### config.mk
export PLATFORM = sky130hd
export DESIGN_NAME = alu_arbiter
export DESIGN_NICKNAME = d
export VERILOG_FILES = /design/src/rtl/alu_arbiter.sv
export SDC_FILE = /design/constraint.sdc
export NUM_CORES = 1
export LEC_CHECK = 0
export ABC_AREA = 1
export BUFFER_PORTS_ARGS = -buffer_cell sky130_fd_sc_hd__buf_2
export CORE_ASPECT_RATIO = 1.25
export CORE_MARGIN = 5
export CORE_UTILIZATION = 29
export CTS_BUF_LIST = sky130_fd_sc_hd__clkbuf_4
export CTS_CLUSTER_SIZE = 10
export DETAILED_ROUTE_END_ITERATION = 16
export PLACE_DENSITY_LB_ADDON = 0.05
export SLEW_MARGIN = 5
export SYNTH_ARGS = -nofsm -noshare
export SYNTH_HDL_FRONTEND = slang
export SYNTH_SLANG_ARGS = --single-unit
export TNS_END_PERCENT = 20
### constraint.sdc
create_clock -name clk -period 4 [get_ports clk]
set_input_delay 0.8 -clock clk [delete_from_list [all_inputs] [get_ports clk]]
set_output_delay 0.8 -clock clk [all_outputs]
set_load 0.03 [all_outputs]
### src/rtl/alu_arbiter.sv
// rtl/alu_arbiter.sv - round-robin arbiter and sequencer sharing one external 8-bit ALU between two requesters

module alu_arbiter #(
  parameter int NUM_OPS = 8
) (
  input  logic       clk,
  input  logic       reset_n,

  input  logic       req0_valid,
  output logic       req0_ready,
  input  logic [3:0] req0_op,
  input  logic [7:0] req0_a,
  input  logic [7:0] req0_b,
  input  logic [1:0] req0_rot,

  input  logic       req1_valid,
  output logic       req1_ready,
  input  logic [3:0] req1_op,
  input  logic [7:0] req1_a,
  input  logic [7:0] req1_b,
  input  logic [1:0] req1_rot,

  output logic       rsp_valid,
  input  logic       rsp_ready,
  output logic       rsp_id,
  output logic [7:0] rsp_data,
  output logic       rsp_err,

  output logic [7:0] alu_in0,
  output logic [7:0] alu_in1,
  output logic [3:0] alu_select,
  output logic [1:0] alu_num_rotate,
  input  logic [7:0] alu_out,

  output logic       busy
);

  localparam logic [1:0] S_IDLE = 2'd0;
  localparam logic [1:0] S_EXEC = 2'd1;
  localparam logic [1:0] S_RESP = 2'd2;

  // One extra bit so an opcode of 15 still compares correctly against a limit of 16.
  localparam logic [4:0] OP_LIMIT = 5'(NUM_OPS);

  logic [1:0] state;
  logic [1:0] state_next;
  logic       last;

  logic       grant_valid;
  logic       grant_id;
  logic       accept;

  logic [3:0] op_q;
  logic [7:0] a_q;
  logic [7:0] b_q;
  logic [1:0] rot_q;
  logic       id_q;

  logic       in_exec;
  logic       op_illegal;

  // Grant selection: on contention the requester that did not win last time goes next.
  always_comb begin
    grant_valid = 1'b0;
    grant_id    = 1'b0;
    if (req0_valid && req1_valid) begin
      grant_valid = 1'b1;
      grant_id    = ~last;
    end else if (req0_valid) begin
      grant_valid = 1'b1;
      grant_id    = 1'b0;
    end else if (req1_valid) begin
      grant_valid = 1'b1;
      grant_id    = 1'b1;
    end
  end

  // Ready is only offered in IDLE and is held low while reset is asserted.
  assign accept     = (state == S_IDLE) && reset_n && grant_valid;
  assign req0_ready = accept && !grant_id;
  assign req1_ready = accept &&  grant_id;

  // Next-state logic: one operation in flight, a fixed single EXEC cycle, then wait for the consumer.
  always_comb begin
    state_next = state;
    case (state)
      S_IDLE:  if (accept) state_next = S_EXEC;
      S_EXEC:  state_next = S_RESP;
      S_RESP:  if (rsp_ready) state_next = S_IDLE;
      default: state_next = S_IDLE;
    endcase
  end

  // State register.
  always_ff @(posedge clk or negedge reset_n) begin
    if (!reset_n) begin
      state <= S_IDLE;
    end else begin
      state <= state_next;
    end
  end

  // Priority pointer: starts at 1 so requester 0 wins the first contention.
  always_ff @(posedge clk or negedge reset_n) begin
    if (!reset_n) begin
      last <= 1'b1;
    end else if (accept) begin
      last <= grant_id;
    end
  end

  // Operation register: a copy of the granted request, so the requester may move on right after the handshake.
  always_ff @(posedge clk or negedge reset_n) begin
    if (!reset_n) begin
      op_q  <= 4'd0;
      a_q   <= 8'd0;
      b_q   <= 8'd0;
      rot_q <= 2'd0;
      id_q  <= 1'b0;
    end else if (accept) begin
      id_q <= grant_id;
      if (grant_id) begin
        op_q  <= req1_op;
        a_q   <= req1_a;
        b_q   <= req1_b;
        rot_q <= req1_rot;
      end else begin
        op_q  <= req0_op;
        a_q   <= req0_a;
        b_q   <= req0_b;
        rot_q <= req0_rot;
      end
    end
  end

  assign in_exec    = (state == S_EXEC);
  assign op_illegal = ({1'b0, op_q} >= OP_LIMIT);

  // ALU drive is gated by state so the ALU sees a quiet pass-of-zero outside EXEC.
  assign alu_in0        = in_exec ? a_q   : 8'd0;
  assign alu_in1        = in_exec ? b_q   : 8'd0;
  assign alu_select     = in_exec ? op_q  : 4'd0;
  assign alu_num_rotate = in_exec ? rot_q : 2'd0;

  // Response register: captured at the end of EXEC and held until the consumer takes it.
  always_ff @(posedge clk or negedge reset_n) begin
    if (!reset_n) begin
      rsp_id   <= 1'b0;
      rsp_data <= 8'd0;
      rsp_err  <= 1'b0;
    end else if (in_exec) begin
      rsp_id <= id_q;
      if (op_illegal) begin
        rsp_data <= 8'd0;
        rsp_err  <= 1'b1;
      end else begin
        rsp_data <= alu_out;
        rsp_err  <= 1'b0;
      end
    end else if ((state == S_RESP) && rsp_ready) begin
      rsp_id   <= 1'b0;
      rsp_data <= 8'd0;
      rsp_err  <= 1'b0;
    end
  end

  assign rsp_valid = (state == S_RESP);
  assign busy      = (state != S_IDLE);

endmodule

==> impl_metrics.csv <==
group,metric,value,unit
placed_design,numPortBuffers,92,
layout,multiInputGateArea,822,um2
clock_tree,clk_pin_slew,130,ps
detailed_routing,vias,1933,
layout,area_growth,35.8,%
global_routing,wire_length_of_the_first_global_routing_pass,9060,um
synth,area_contributors_post_synth,"dfrtp_1 46%, nand2_1 28%, nand3_1 8.4%",
layout,final_cells,460,
critical_path,worst_path_max_delay_cell,"inv_1",
placed_design,dp.final_hpwl,4050,um
layout,ff_latch_area,902,um2
synth,synth_area,0.00190,mm2
floorplan,start_util,29.2,%
placed_design,dpl.cell_count,452,
timing,finClkSkew,18.1,ps
detailed_routing,totalWireLength,5570,um
clock_tree,root_buffer,"clkbuf_4",
global_routing,first_global_vias,1948,
layout,fillCellCount,739,
critical_path,worst-endpoint-required,3200,ps
layout,final_area,0.00257,mm2
layout,final_layout_size_suffix_gt1_share,30.0,%
floorplan,die-width,82.3,um
timing,finalMaxSlewViolations,0,
critical_path,worst_setup_path_startpoint,"state[0]$_DFFE_PN0P_",
timing,tns_setup,0,ps
power,power-per-cell-area,639,mW/mm2
layout,design.final.nets,429,
power,power,0.00165,W
clock_tree,h-tree-depth,2,
critical_path,critical-path-top-delay-family,"buffers and inverters",
synth,synth-warning-count,0,
clock_tree,clock_latency,360,ps
power,vdd_drop_max,0.192,mV
clock_tree,cts_repair_resizes,0,
timing,setup_viol,0,
detailed_routing,final_ant_viol_nets,0,
floorplan,floorplan.io_pins,93,
critical_path,cp_cell_sequence,"inv_1 -> nor2_1 -> inv_1 -> nor2_1 -> buf_2",
timing,fmaxAchievable,360,MHz
critical_path,cp_max_fo,29,
synth,synth_largest_area_cell,"dfrtp_1",
clock_tree,hold_buffers,0,
detailed_routing,detail_route.iter0.violations,36,
critical_path,worstReg2RegStart,"state[0]$_DFFE_PN0P_",
detailed_routing,post_drt_wl_per_cell,12.1,um
floorplan,fp.coreArea,0.00648,mm2
detailed_routing,drt_pass1_iterations,4,
synth,avgSynthCellArea,6.77,um2
global_routing,gr-total-overflow,0,
detailed_routing,detail_routed_via_count_per_cell,4.20,
floorplan,die_height,100,um
placed_design,gp_congestion,0.720,
synth,synth_cell_type_count,13,
critical_path,critical_path.startpoint_type,"flip-flop",
clock_tree,postCtsSetupBuffers,0,
timing,finalCriticalPeriod,2780,ps
clock_tree,tritoncts_num_sinks,36,
timing,postLayoutSetupSlackWorst,1220,ps
placed_design,preCtsSetupSlack,1240,ps
synth,postSynthNetCount,337,
critical_path,path_buf_inv,3,
global_routing,track_usage,14.3,%
synth,syn_inst,280,
status,run_status,"finished, final reports clean",
flow_run,cap_violations,0,
timing,timing_worst_slew_pin_value,988,ps
placed_design,placed_area,0.00245,mm2
critical_path,category_of_the_critical_setup_timing_path,"flip-flop to primary output",
critical_path,cp_data_arrival_time,1980,ps
timing,slew-limit-headroom,34.0,%
power,static-leakage-power,1.62,nW
timing,report.final.hold_viol_count,0,
synth,synth_top_area_share,46.2,%
critical_path,critPathCaptureType,"primary output",
layout,antenna_cells,0,
critical_path,cpPeakStageDelay,720,ps
detailed_routing,remaining_drc_errors,0,
synth,synth-seq-area-share,47.6,%
timing,final_period_util,69.4,%
global_routing,grt_antenna_before_repair,0,
global_routing,grt_max_degree,38,
timing,rsz0062_at_grt,"false",
clock_tree,cts_inserted_buffers,5,
clock_tree,max-clock-path-buffers,2,
worst_hold_path,worst_hold_path_type,"input port to asynchronous set/reset pin",
floorplan,placement_rows,33,
synth,synth.ff_latch_count,36,
floorplan,die_area,0.00826,mm2
clock_tree,cts_tree,"done",
==> synthesized netlist by cell type <==
cell type,n
o21ai_0,1
nor2_1,24
buf_2,11
nand2_2,1
nor2_4,2
nand2_1,140
buf_1,1
dfstp_2,1
nor2_2,2
inv_1,29
clkbuf_1,1
nand3_1,32
dfrtp_1,35
==> layout by cell type, fill, tap and decap left out, types with 2 or more instances in the layout <==
cell / netlist / layout
nor2_2: 2 / 2
nor2_1: 24 / 24
clkbuf_4: 0 / 5
bufinv_16: 0 / 3
buf_4: 0 / 6
inv_1: 29 / 29
nor2_4: 2 / 2
nand2_1: 140 / 140
buf_2: 11 / 92
dfrtp_1: 35 / 35
nand3_1: 32 / 32
==> cell type report <==
| cell class | count | share of cell area [%] |
|---|---|---|
| sequential | 36 | 35.0 |
| multi-input combinational | 202 | 31.9 |
| timing repair buffer | 98 | 19.6 |
| inverter | 29 | 4.23 |
| tap | 87 | 4.23 |
| clock inverter | 3 | 3.50 |
| clock buffer | 5 | 1.46 |
==> where the power goes <==
group          internal [W]  total [W]  leakage [nW]  switching, W
logic              0.000202   0.000650          1.10      0.000448
registers          0.000520   0.000606         0.456     0.0000857
clock network      0.000258   0.000389        0.0654      0.000132
==> stage by stage <==
step	util (%)	hold slack (ps)
2_1_floorplan	-	447
3_3_place_gp	37.8	464
3_5_place_dp	37.8	465
4_1_cts	39.7	494
5_1_grt	39.7	508
6_report	39.7	474
==> metal layers <==
layer,global-route usage [%],up-vias,wire [um]
met3,3.59,5,354
met4,4.60,0,66
met5,0,-,0
met2,23.4,55,2690
met1,18.2,855,2450
li1,-,1018,-
==> sequential cells by signal (all words and copies together), names as in the netlist, 2 cells and up <==
name	count
rsp_data	8
a_q	8
rot_q	2
op_q	4
b_q	8
state	2
==> kinds of logic after synthesis <==
family,after synthesis,share of synthesized area [%]
buf+inv,42,9.04
compound gates,1,0.264
flops,36,47.6
simple gates,201,43.1
==> worst paths after layout <==
check	endpoint	slack (ps)	cells after the start
min	rsp_data[1]$_DFFE_PN0P_	470	2
max reg2reg	rsp_data[7]$_DFFE_PN0P_	2250	6
min reg2reg	rot_q[0]$_DFFE_PN0P_	490	2
min in group clk	rot_q[0]$_DFFE_PN0P_	490	2
max in group asynchronous	last$_DFFE_PN1P_	3150	2
max	alu_in0[5]	1220	5
Power figures use the tool's default switching activity.
